--- config.mk ---
export PLATFORM = sky130hd
export DESIGN_NAME = ex_div
export DESIGN_NICKNAME = d
export VERILOG_FILES = /design/src/rtl/ex_div_pkg.sv /design/src/rtl/ex_div.sv
export SDC_FILE = /design/constraint.sdc
export NUM_CORES = 1
export LEC_CHECK = 0
export CORE_MARGIN = 3
export CORE_UTILIZATION = 30
export DETAILED_ROUTE_END_ITERATION = 7
export GPL_ROUTABILITY_DRIVEN = 0
export GPL_TIMING_DRIVEN = 0
export PLACE_DENSITY = 0.58
export SLEW_MARGIN = 10
export SYNTH_ARGS = -nofsm -noshare
export SYNTH_HDL_FRONTEND = slang
export SYNTH_SLANG_ARGS = --single-unit
--- constraint.sdc ---
create_clock -name clk -period 5.11 [get_ports clk]
set_input_delay 0.511 -clock clk [delete_from_list [all_inputs] [get_ports clk]]
set_output_delay 0.511 -clock clk [all_outputs]
set_load 0.1 [all_outputs]
--- src/rtl/ex_div_pkg.sv ---
// Shared encodings for the execute-stage divider: RV32M op selector and FSM states.
package ex_div_pkg;

    typedef enum logic [1:0] {
        DIV_OP_DIV  = 2'b00,
        DIV_OP_DIVU = 2'b01,
        DIV_OP_REM  = 2'b10,
        DIV_OP_REMU = 2'b11
    } div_op_e;

    typedef enum logic [1:0] {
        DIV_IDLE = 2'b00,
        DIV_CALC = 2'b01,
        DIV_DONE = 2'b10
    } div_state_e;

    function automatic logic div_is_signed(input div_op_e op);
        return (op == DIV_OP_DIV) || (op == DIV_OP_REM);
    endfunction

    function automatic logic div_is_rem(input div_op_e op);
        return (op == DIV_OP_REM) || (op == DIV_OP_REMU);
    endfunction

endpackage

--- src/rtl/ex_div.sv ---
// Iterative RV32M restoring divider: one quotient bit per cycle, divide-by-zero
// and signed overflow resolved on the launch edge.
module ex_div
    import ex_div_pkg::*;
#(
    parameter int unsigned XLEN  = 32,
    parameter int unsigned CNT_W = 6
) (
    input  logic            clk,
    input  logic            rst_n,
    input  logic            start_i,
    input  logic [1:0]      op_i,
    input  logic [XLEN-1:0] dividend_i,
    input  logic [XLEN-1:0] divisor_i,
    input  logic [4:0]      waddr_i,
    input  logic            flush_i,
    output logic            stall_req_o,
    output logic            ready_o,
    output logic [XLEN-1:0] result_o,
    output logic [4:0]      waddr_o
);

    div_state_e      state_q, state_d;
    div_op_e         op_q;
    logic [4:0]      waddr_q;
    logic            neg_quo_q, neg_rem_q;
    logic [XLEN-1:0] dvd_q, dvs_q, rem_q, quo_q;
    logic [CNT_W-1:0] cnt_q;
    logic [XLEN-1:0] result_q;
    logic [4:0]      waddr_out_q;

    div_op_e         op_in;
    logic            in_signed, in_rem;
    logic            a_neg, b_neg;
    logic [XLEN-1:0] abs_a, abs_b;
    logic            div_zero, overflow, special;
    logic [XLEN-1:0] special_res;
    logic            launch;

    logic [XLEN-1:0] rem_shift, rem_next, quo_next;
    logic            sub_ok, last_iter;
    logic [XLEN-1:0] fin_quo, fin_rem, fin_res;

    // Launch-side decode: magnitudes and special cases from the raw operands
    always_comb begin
        op_in       = div_op_e'(op_i);
        in_signed   = div_is_signed(op_in);
        in_rem      = div_is_rem(op_in);
        a_neg       = in_signed & dividend_i[XLEN-1];
        b_neg       = in_signed & divisor_i[XLEN-1];
        abs_a       = a_neg ? ('0 - dividend_i) : dividend_i;
        abs_b       = b_neg ? ('0 - divisor_i) : divisor_i;
        div_zero    = (divisor_i == '0);
        overflow    = in_signed & (dividend_i == {1'b1, {(XLEN-1){1'b0}}}) & (divisor_i == '1);
        special     = div_zero | overflow;
        special_res = '0;
        if (div_zero) begin
            special_res = in_rem ? dividend_i : '1;
        end else if (overflow) begin
            special_res = in_rem ? '0 : dividend_i;
        end
        launch = (state_q == DIV_IDLE) & start_i & ~flush_i;
    end

    // One restoring step; the partial remainder never exceeds XLEN-1 significant
    // bits before the shift, so dropping rem_q's MSB loses nothing.
    always_comb begin
        rem_shift = {rem_q[XLEN-2:0], dvd_q[XLEN-1]};
        sub_ok    = (rem_shift >= dvs_q);
        rem_next  = sub_ok ? (rem_shift - dvs_q) : rem_shift;
        quo_next  = {quo_q[XLEN-2:0], sub_ok};
        last_iter = (cnt_q == CNT_W'(XLEN - 1));
        fin_quo   = neg_quo_q ? ('0 - quo_next) : quo_next;
        fin_rem   = neg_rem_q ? ('0 - rem_next) : rem_next;
        fin_res   = div_is_rem(op_q) ? fin_rem : fin_quo;
    end

    always_comb begin
        state_d = state_q;
        unique case (state_q)
            DIV_IDLE: if (start_i) state_d = special ? DIV_DONE : DIV_CALC;
            DIV_CALC: if (last_iter) state_d = DIV_DONE;
            DIV_DONE: state_d = DIV_IDLE;
            default:  state_d = DIV_IDLE;
        endcase
        if (flush_i) begin
            state_d = DIV_IDLE;
        end
    end

    always_ff @(posedge clk or negedge rst_n) begin
        if (!rst_n) begin
            state_q <= DIV_IDLE;
        end else begin
            state_q <= state_d;
        end
    end

    always_ff @(posedge clk or negedge rst_n) begin
        if (!rst_n) begin
            op_q        <= DIV_OP_DIV;
            waddr_q     <= '0;
            neg_quo_q   <= 1'b0;
            neg_rem_q   <= 1'b0;
            dvd_q       <= '0;
            dvs_q       <= '0;
            rem_q       <= '0;
            quo_q       <= '0;
            cnt_q       <= '0;
            result_q    <= '0;
            waddr_out_q <= '0;
        end else if (launch) begin
            op_q      <= op_in;
            waddr_q   <= waddr_i;
            neg_quo_q <= a_neg ^ b_neg;
            neg_rem_q <= a_neg;
            dvd_q     <= abs_a;
            dvs_q     <= abs_b;
            rem_q     <= '0;
            quo_q     <= '0;
            cnt_q     <= '0;
            if (special) begin
                result_q    <= special_res;
                waddr_out_q <= waddr_i;
            end
        end else if ((state_q == DIV_CALC) && !flush_i) begin
            rem_q <= rem_next;
            quo_q <= quo_next;
            dvd_q <= {dvd_q[XLEN-2:0], 1'b0};
            cnt_q <= cnt_q + 1'b1;
            if (last_iter) begin
                result_q    <= fin_res;
                waddr_out_q <= waddr_q;
            end
        end
    end

    // A flushed cycle never requests a hold, even mid-calculation
    assign stall_req_o = ((state_q == DIV_CALC) | launch) & ~flush_i;
    assign ready_o     = (state_q == DIV_DONE);
    assign result_o    = result_q;
    assign waddr_o     = waddr_out_q;

endmodule

* Word-level counts from Yosys, hierarchy flattened
Index checks and enable logic that the tools add are counted.
Word-level totals: register bits 180, word-level logic and storage cells 85
Cells by class: add/sub/neg operators 6, reductions and logical operators 12, equality and inequality tests 12, magnitude comparators 1, muxes and demuxes 31, bitwise logic cells 11
Operators by type and width (count):
- 32-bit 2-to-1 mux | 16
- 1-bit by 32-bit subtractor with 32-bit output, first input constant | 4
- 31-bit 2-to-1 mux | 4
- 32-bit == test, second input constant | 2
- 32-bit >= comparator | 1
- 32-bit zero test | 1
- 32-bit subtractor | 1
- 5-bit 2-to-1 mux | 4
- 6-bit 2-to-1 mux | 2
- 2-bit == test, second input constant | 5
- 2-bit 2-to-1 mux | 4
- 1-bit AND | 7
- 6-bit by 1-bit adder with 6-bit output, second input constant | 1
- 6-bit by 5-bit == test with 1-bit output, second input constant | 1
- 3-bit inequality test, second input constant | 2
- 2-bit zero test | 2
- 2-bit case mux with 2 select lines | 1
- 2-bit nonzero test | 2
- 1-bit logical OR | 3
- 3-bit AND reduction | 1
- 2-bit by 1-bit == test with 1-bit output, second input constant | 1
- 2-bit inequality test, second input constant | 1
- 1-bit OR | 2
- 2-bit AND reduction | 1
- other kinds (4) | 4

* Depth between registers and ports, before layout
word-level depth 9, gate-level depth with buffers 26, depth with buffers taken out 21

* Worst setup path after synthesis
OpenSTA, ideal clock, no wires.
path type register to register, start point reg dvd_q[31], end point reg result_q[30] (netlist: result_o[30]), required time 4981 ps, path slack -187 ps, stages on the path, launching flop included 26, data arrival time 5168 ps, cells stage by stage dfrtp_1 > inv_1 > ha_1 > fa_1 > nand2b_1 > a211oi_1 > nor2_1 > a21oi_1 > or3_1 > buf_6 > buf_6 > buf_2 > buf_2 > buf_1 > a21oi_1 > inv_1 > ha_1 > inv_1 > or3_1 > nor4_1 > nand2_1 > o31a_2 > or3b_1 > nor4_1 > mux2_1 > o21ai_1
On the way: word-level cells in the longest chain between the ends 8, elaborated cells on any way between the ends 11, classes of those cells add/sub: 3; order compare: 1; mux: 7
Ends and longest elaborated chain:
- start: declaration | line ex_div.sv:27 | logic [XLEN-1:0] dvd_q, dvs_q, rem_q, quo_q;
- start signal: assignment | line ex_div.sv:117 | dvd_q <= abs_a;
- start signal: assignment | line ex_div.sv:129 | dvd_q <= {dvd_q[XLEN-2:0], 1'b0};
- 32-bit subtractor or 32-bit >= comparator (tied branches) | line ex_div.sv:70, ex_div.sv:69
- 32-bit 2-to-1 mux | line ex_div.sv:70 | rem_next = sub_ok ? (rem_shift - dvs_q) : rem_shift;
- 1-bit by 32-bit subtractor with 32-bit output | line ex_div.sv:74 | fin_rem = neg_rem_q ? ('0 - rem_next) : rem_next;
- 32-bit 2-to-1 mux | line ex_div.sv:74
- 32-bit 2-to-1 mux (*) | line ex_div.sv:75 | fin_res = div_is_rem(op_q) ? fin_rem : fin_quo;
- 32-bit 2-to-1 mux (*) | line ex_div.sv:131 | if (last_iter) begin
- 32-bit 2-to-1 mux (*) | line ex_div.sv:126 | end else if ((state_q == DIV_CALC) && !flush_i) begin
- 32-bit 2-to-1 mux (*) | line ex_div.sv:112 | end else if (launch) begin
- end signal: assignment | line ex_div.sv:123 | result_q <= special_res;
- end signal: assignment | line ex_div.sv:132 | result_q <= fin_res;
- end: declaration | line ex_div.sv:29 | logic [XLEN-1:0] result_q;
Every way passes the cells marked *; elsewhere a longest branch is shown, timed or not. The select of a mux whose other input is x is not followed. A chain may end at the register's enable or synchronous reset.

* Worst setup path in the final report
start point reg dvd_q[31], end point reg rem_q[0]
On the way: word-level cells in the longest chain between the ends 4, elaborated cells on any way between the ends 5, classes of those cells add/sub: 1; order compare: 1; mux: 3
Ends and longest elaborated chain:
- 32-bit subtractor or 32-bit >= comparator (tied branches) | line ex_div.sv:70, ex_div.sv:69
- 32-bit 2-to-1 mux (*) | line ex_div.sv:70
- 31-bit 2-to-1 mux (*) | line ex_div.sv:126
- 31-bit 2-to-1 mux (*) | line ex_div.sv:112
- end signal: assignment | line ex_div.sv:127 | rem_q <= rem_next;
- end: declaration | line ex_div.sv:27
Marked as above.

==> impl_metrics.csv <==
group,metric,value,unit
worst_setup_path,arrival,5.37,ns
clock_tree,clockBufferDepth,2,
final_layout,area_growth,23.4,%
clock_tree,root_buffer,"clkbuf_16",
logic_synthesis,syn-cell-area,13400,µm²
worst_setup_path,worst_path_max_delay_cell,"dfrtp_2",
sta,period_share,97.7,%
final_layout,antenna_cells,0,
logic_synthesis,yosys_warnings,0,
clock_tree,cts_made_buffers,17,
final_layout,drive_above_1_share,9.81,%
clock_tree,cts_sinks,179,
clock_tree,clk_pin_slew,0.08,ns
sta,finalCriticalPeriod,4.99,ns
floorplan,rows,76,
floorplan,die-area,47200,µm²
floorplan,die_height,217,µm
final_layout,layout_commonest_cell,"nand2_1",
clock_tree,cts_max_level,4,
floorplan,initial_core_util,30.7,%
route,wire_per_inst,20.2,µm
route,dr.pass1.iters,5,
logic_synthesis,synth_edf_count,0,
worst_setup_path,critical_path_class,"reg2reg",
worst_setup_path,crit_path_max_incr_delay,0.41,ns
route,drcViolationCount,0,
sta,setup_ws,0.118,ns
grt,grt_first_pass_wirelength,77600,µm
pwr,ir_drop,369,µV
worst_setup_path,crit_path_frequent_cell,"buf_4",
clock_tree,clock_latency,0.47,ns
floorplan,ioPinCount,114,
logic_synthesis,syn_area_per_cell,7.74,µm²
pwr,p_leak,6.74,nW
final_layout,most-common-layout-cells,"nand2_1 (309), dfrtp_1 (174), nor2_1 (154)",
grt,antenna_found_initial,1,
logic_synthesis,synthArstFlopShare,100,%
final_layout,fillers,4521,
sta,max_slew.worst_pin.slew,1.26,ns
route,num_vias,13900,
logic_synthesis,ys_seq_area_share,33.5,%
route,detail-route-antenna-nets,0,
worst_setup_path,end_kind,"flip-flop",
logic_synthesis,synth-main-ff-cell,"dfrtp_1",
logic_synthesis,synth-seq-cells,179,
min_path,hp-class,"in2async",
logic_synthesis,syn-num-nets,1843,
pwr,p_per_area,614,nW/µm²
sta,slew_violations,0,
logic_synthesis,postSynthCellCount,1729,
final_layout,postLayoutCoreUtil,37.9,%
placement,portBuffers,112,
worst_setup_path,startpoint_type,"flip-flop",
sta,hold_violations,0,
sta,setup_viol,0,
route,wl,50400,µm
placement,place_area,15300,µm²
floorplan,die_w,217,µm
grt,grt-ovfl-total,0,
final_layout,nets,2008,
placement,hpwl,38400,µm
worst_setup_path,critPathMaxFanout,5,
sta,fmax,200,MHz
grt,grt_usage,21.1,%
logic_synthesis,ys_types,89,
run_status,status,"completed",
grt,grt_pass1_vias,13200,
grt,grt_start_max_net_pins,98,
worst_setup_path,required,5.49,ns
placement,place_ws,-1.43,ns
job,cap_violations,0,
clock_tree,cts_tree,"built",
route,viasPerCell,5.56,
floorplan,coreArea,43600,µm²
sta,fin_worst_skew,0.0165,ns
sta,max-slew-margin-rel,15.4,%
final_layout,finalInstanceArea,16500,µm²
route,drt_iter0_drc,1517,
==> cell usage after synthesis (6+ instances only) <==
cell / n / share of area, %
and2_1: 9 / 0.42
nand2_1: 310 / 8.7
nor4_1: 13 / 0.61
o21ai_1: 8 / 0.30
a21o_1: 11 / 0.62
o21ai_0: 127 / 4.7
xor2_1: 65 / 4.3
mux2_2: 7 / 0.59
or2_2: 7 / 0.33
a21oi_1: 155 / 5.8
o21a_1: 14 / 0.79
nor2b_1: 9 / 0.42
clkbuf_1: 82 / 2.3
ha_1: 38 / 3.6
nor3_1: 41 / 1.5
nand4_1: 25 / 1.2
o41ai_1: 8 / 0.52
o31ai_1: 37 / 2.1
nor2_1: 157 / 4.4
and3_1: 6 / 0.28
nand3_1: 23 / 0.86
o211ai_1: 16 / 0.90
xnor2_1: 74 / 4.8
a211oi_1: 26 / 1.5
or4_1: 8 / 0.45
or3_1: 33 / 1.5
o31a_1: 8 / 0.52
mux2i_1: 12 / 0.90
dfrtp_1: 179 / 33
nand2b_1: 10 / 0.47
inv_1: 55 / 1.5
buf_1: 13 / 0.36
buf_2: 7 / 0.26
a31oi_1: 45 / 2.1
==> worst max-delay path: cells and delay by family, from the launching register on <==
family,cells,cell delay (ns)
flops,1,0.41
fa+ha+maj,2,0.58
buf+inv,23,2.64
compound gates,4,0.76
simple gates,4,0.51
==> registers in the layout, indices dropped and copies added (netlist names) <==
register and flops:
waddr_q 5, quo_q 31, neg_rem_q 1, neg_quo_q 1, rem_q 31, dvd_q 32
cnt_q 6, waddr_o 5, state_q 2, dvs_q 32, result_o 32, op_q 1
==> stage by stage <==
step / total power, mW / hold WS (ns) / setup TNS, ns / cells
floorplan: 6.11 / 0.215 / 0 / 1729
global route: 10.8 / 0.0863 / -0.00569 / 2492
finish: 10.1 / 0.0327 / 0 / 2492
global placement: 7.72 / 0.448 / -766.18 / 2426
CTS: 9.90 / 0.0452 / 0 / 2497
detailed placement: 7.78 / 0.454 / -16.68 / 2428
==> final timing paths <==
check | start | end | slack [ns] | cells after the start
min reg2reg | waddr_q[2] | waddr_q[2] | 0.47 | 2
min | rst_n | dvd_q[12] | 0.03 | 1
max in group asynchronous | rst_n | rem_q[10] | 4.09 | 2
max reg2reg | dvd_q[31] | rem_q[0] | 0.12 | 33
min in group clk | waddr_q[2] | waddr_q[2] | 0.47 | 2
max | dvd_q[31] | rem_q[0] | 0.12 | 33
==> layer usage <==
metal | up-vias | share of wire [%] | track usage, %
met3 | 96 | 7.8 | 4.26
met2 | 591 | 46 | 33.6
met4 | 2 | 3.6 | 7.63
met1 | 6710 | 43 | 28.6
met5 | - | 0.026 | 0
li1 | 6455 | - | -
==> power breakdown <==
part           switching (mW)  total, mW  leakage [nW]  internal (mW)
sequential              0.252       1.91          2.35           1.66
combinational            4.19       6.84          4.11           2.66
clock                   0.642       1.39         0.281          0.743
==> cells by family after synthesis <==
| logic type | after synthesis | share of synthesized area, % |
|---|---|---|
| fa+ha+maj | 39 | 3.70 |
| flops | 179 | 33.5 |
| simple gates | 677 | 23.0 |
| compound gates | 510 | 24.2 |
| buf+inv | 165 | 4.94 |
| xor+xnor | 139 | 9.10 |
| mux | 20 | 1.57 |
==> repair_timing <==
item,CTS,global route
pin swaps,28,13
hold buffers,0,0
setup endpoints to repair,15,14
setup buffers,46,4
resized for setup,59,24
==> area by class of cell <==
type,count,area (µm²),share of cell area [%]
multi-input cells,1385,8520,51.6
flip-flops and latches,179,4490,27.2
repair buffers,164,1540,9.30
well taps,585,732,4.43
clock buffers,19,443,2.68
plain buffers,89,429,2.60
inverters,58,218,1.32
clock inverters,13,151,0.917
No activity file was read; power rests on OpenSTA's default activity.
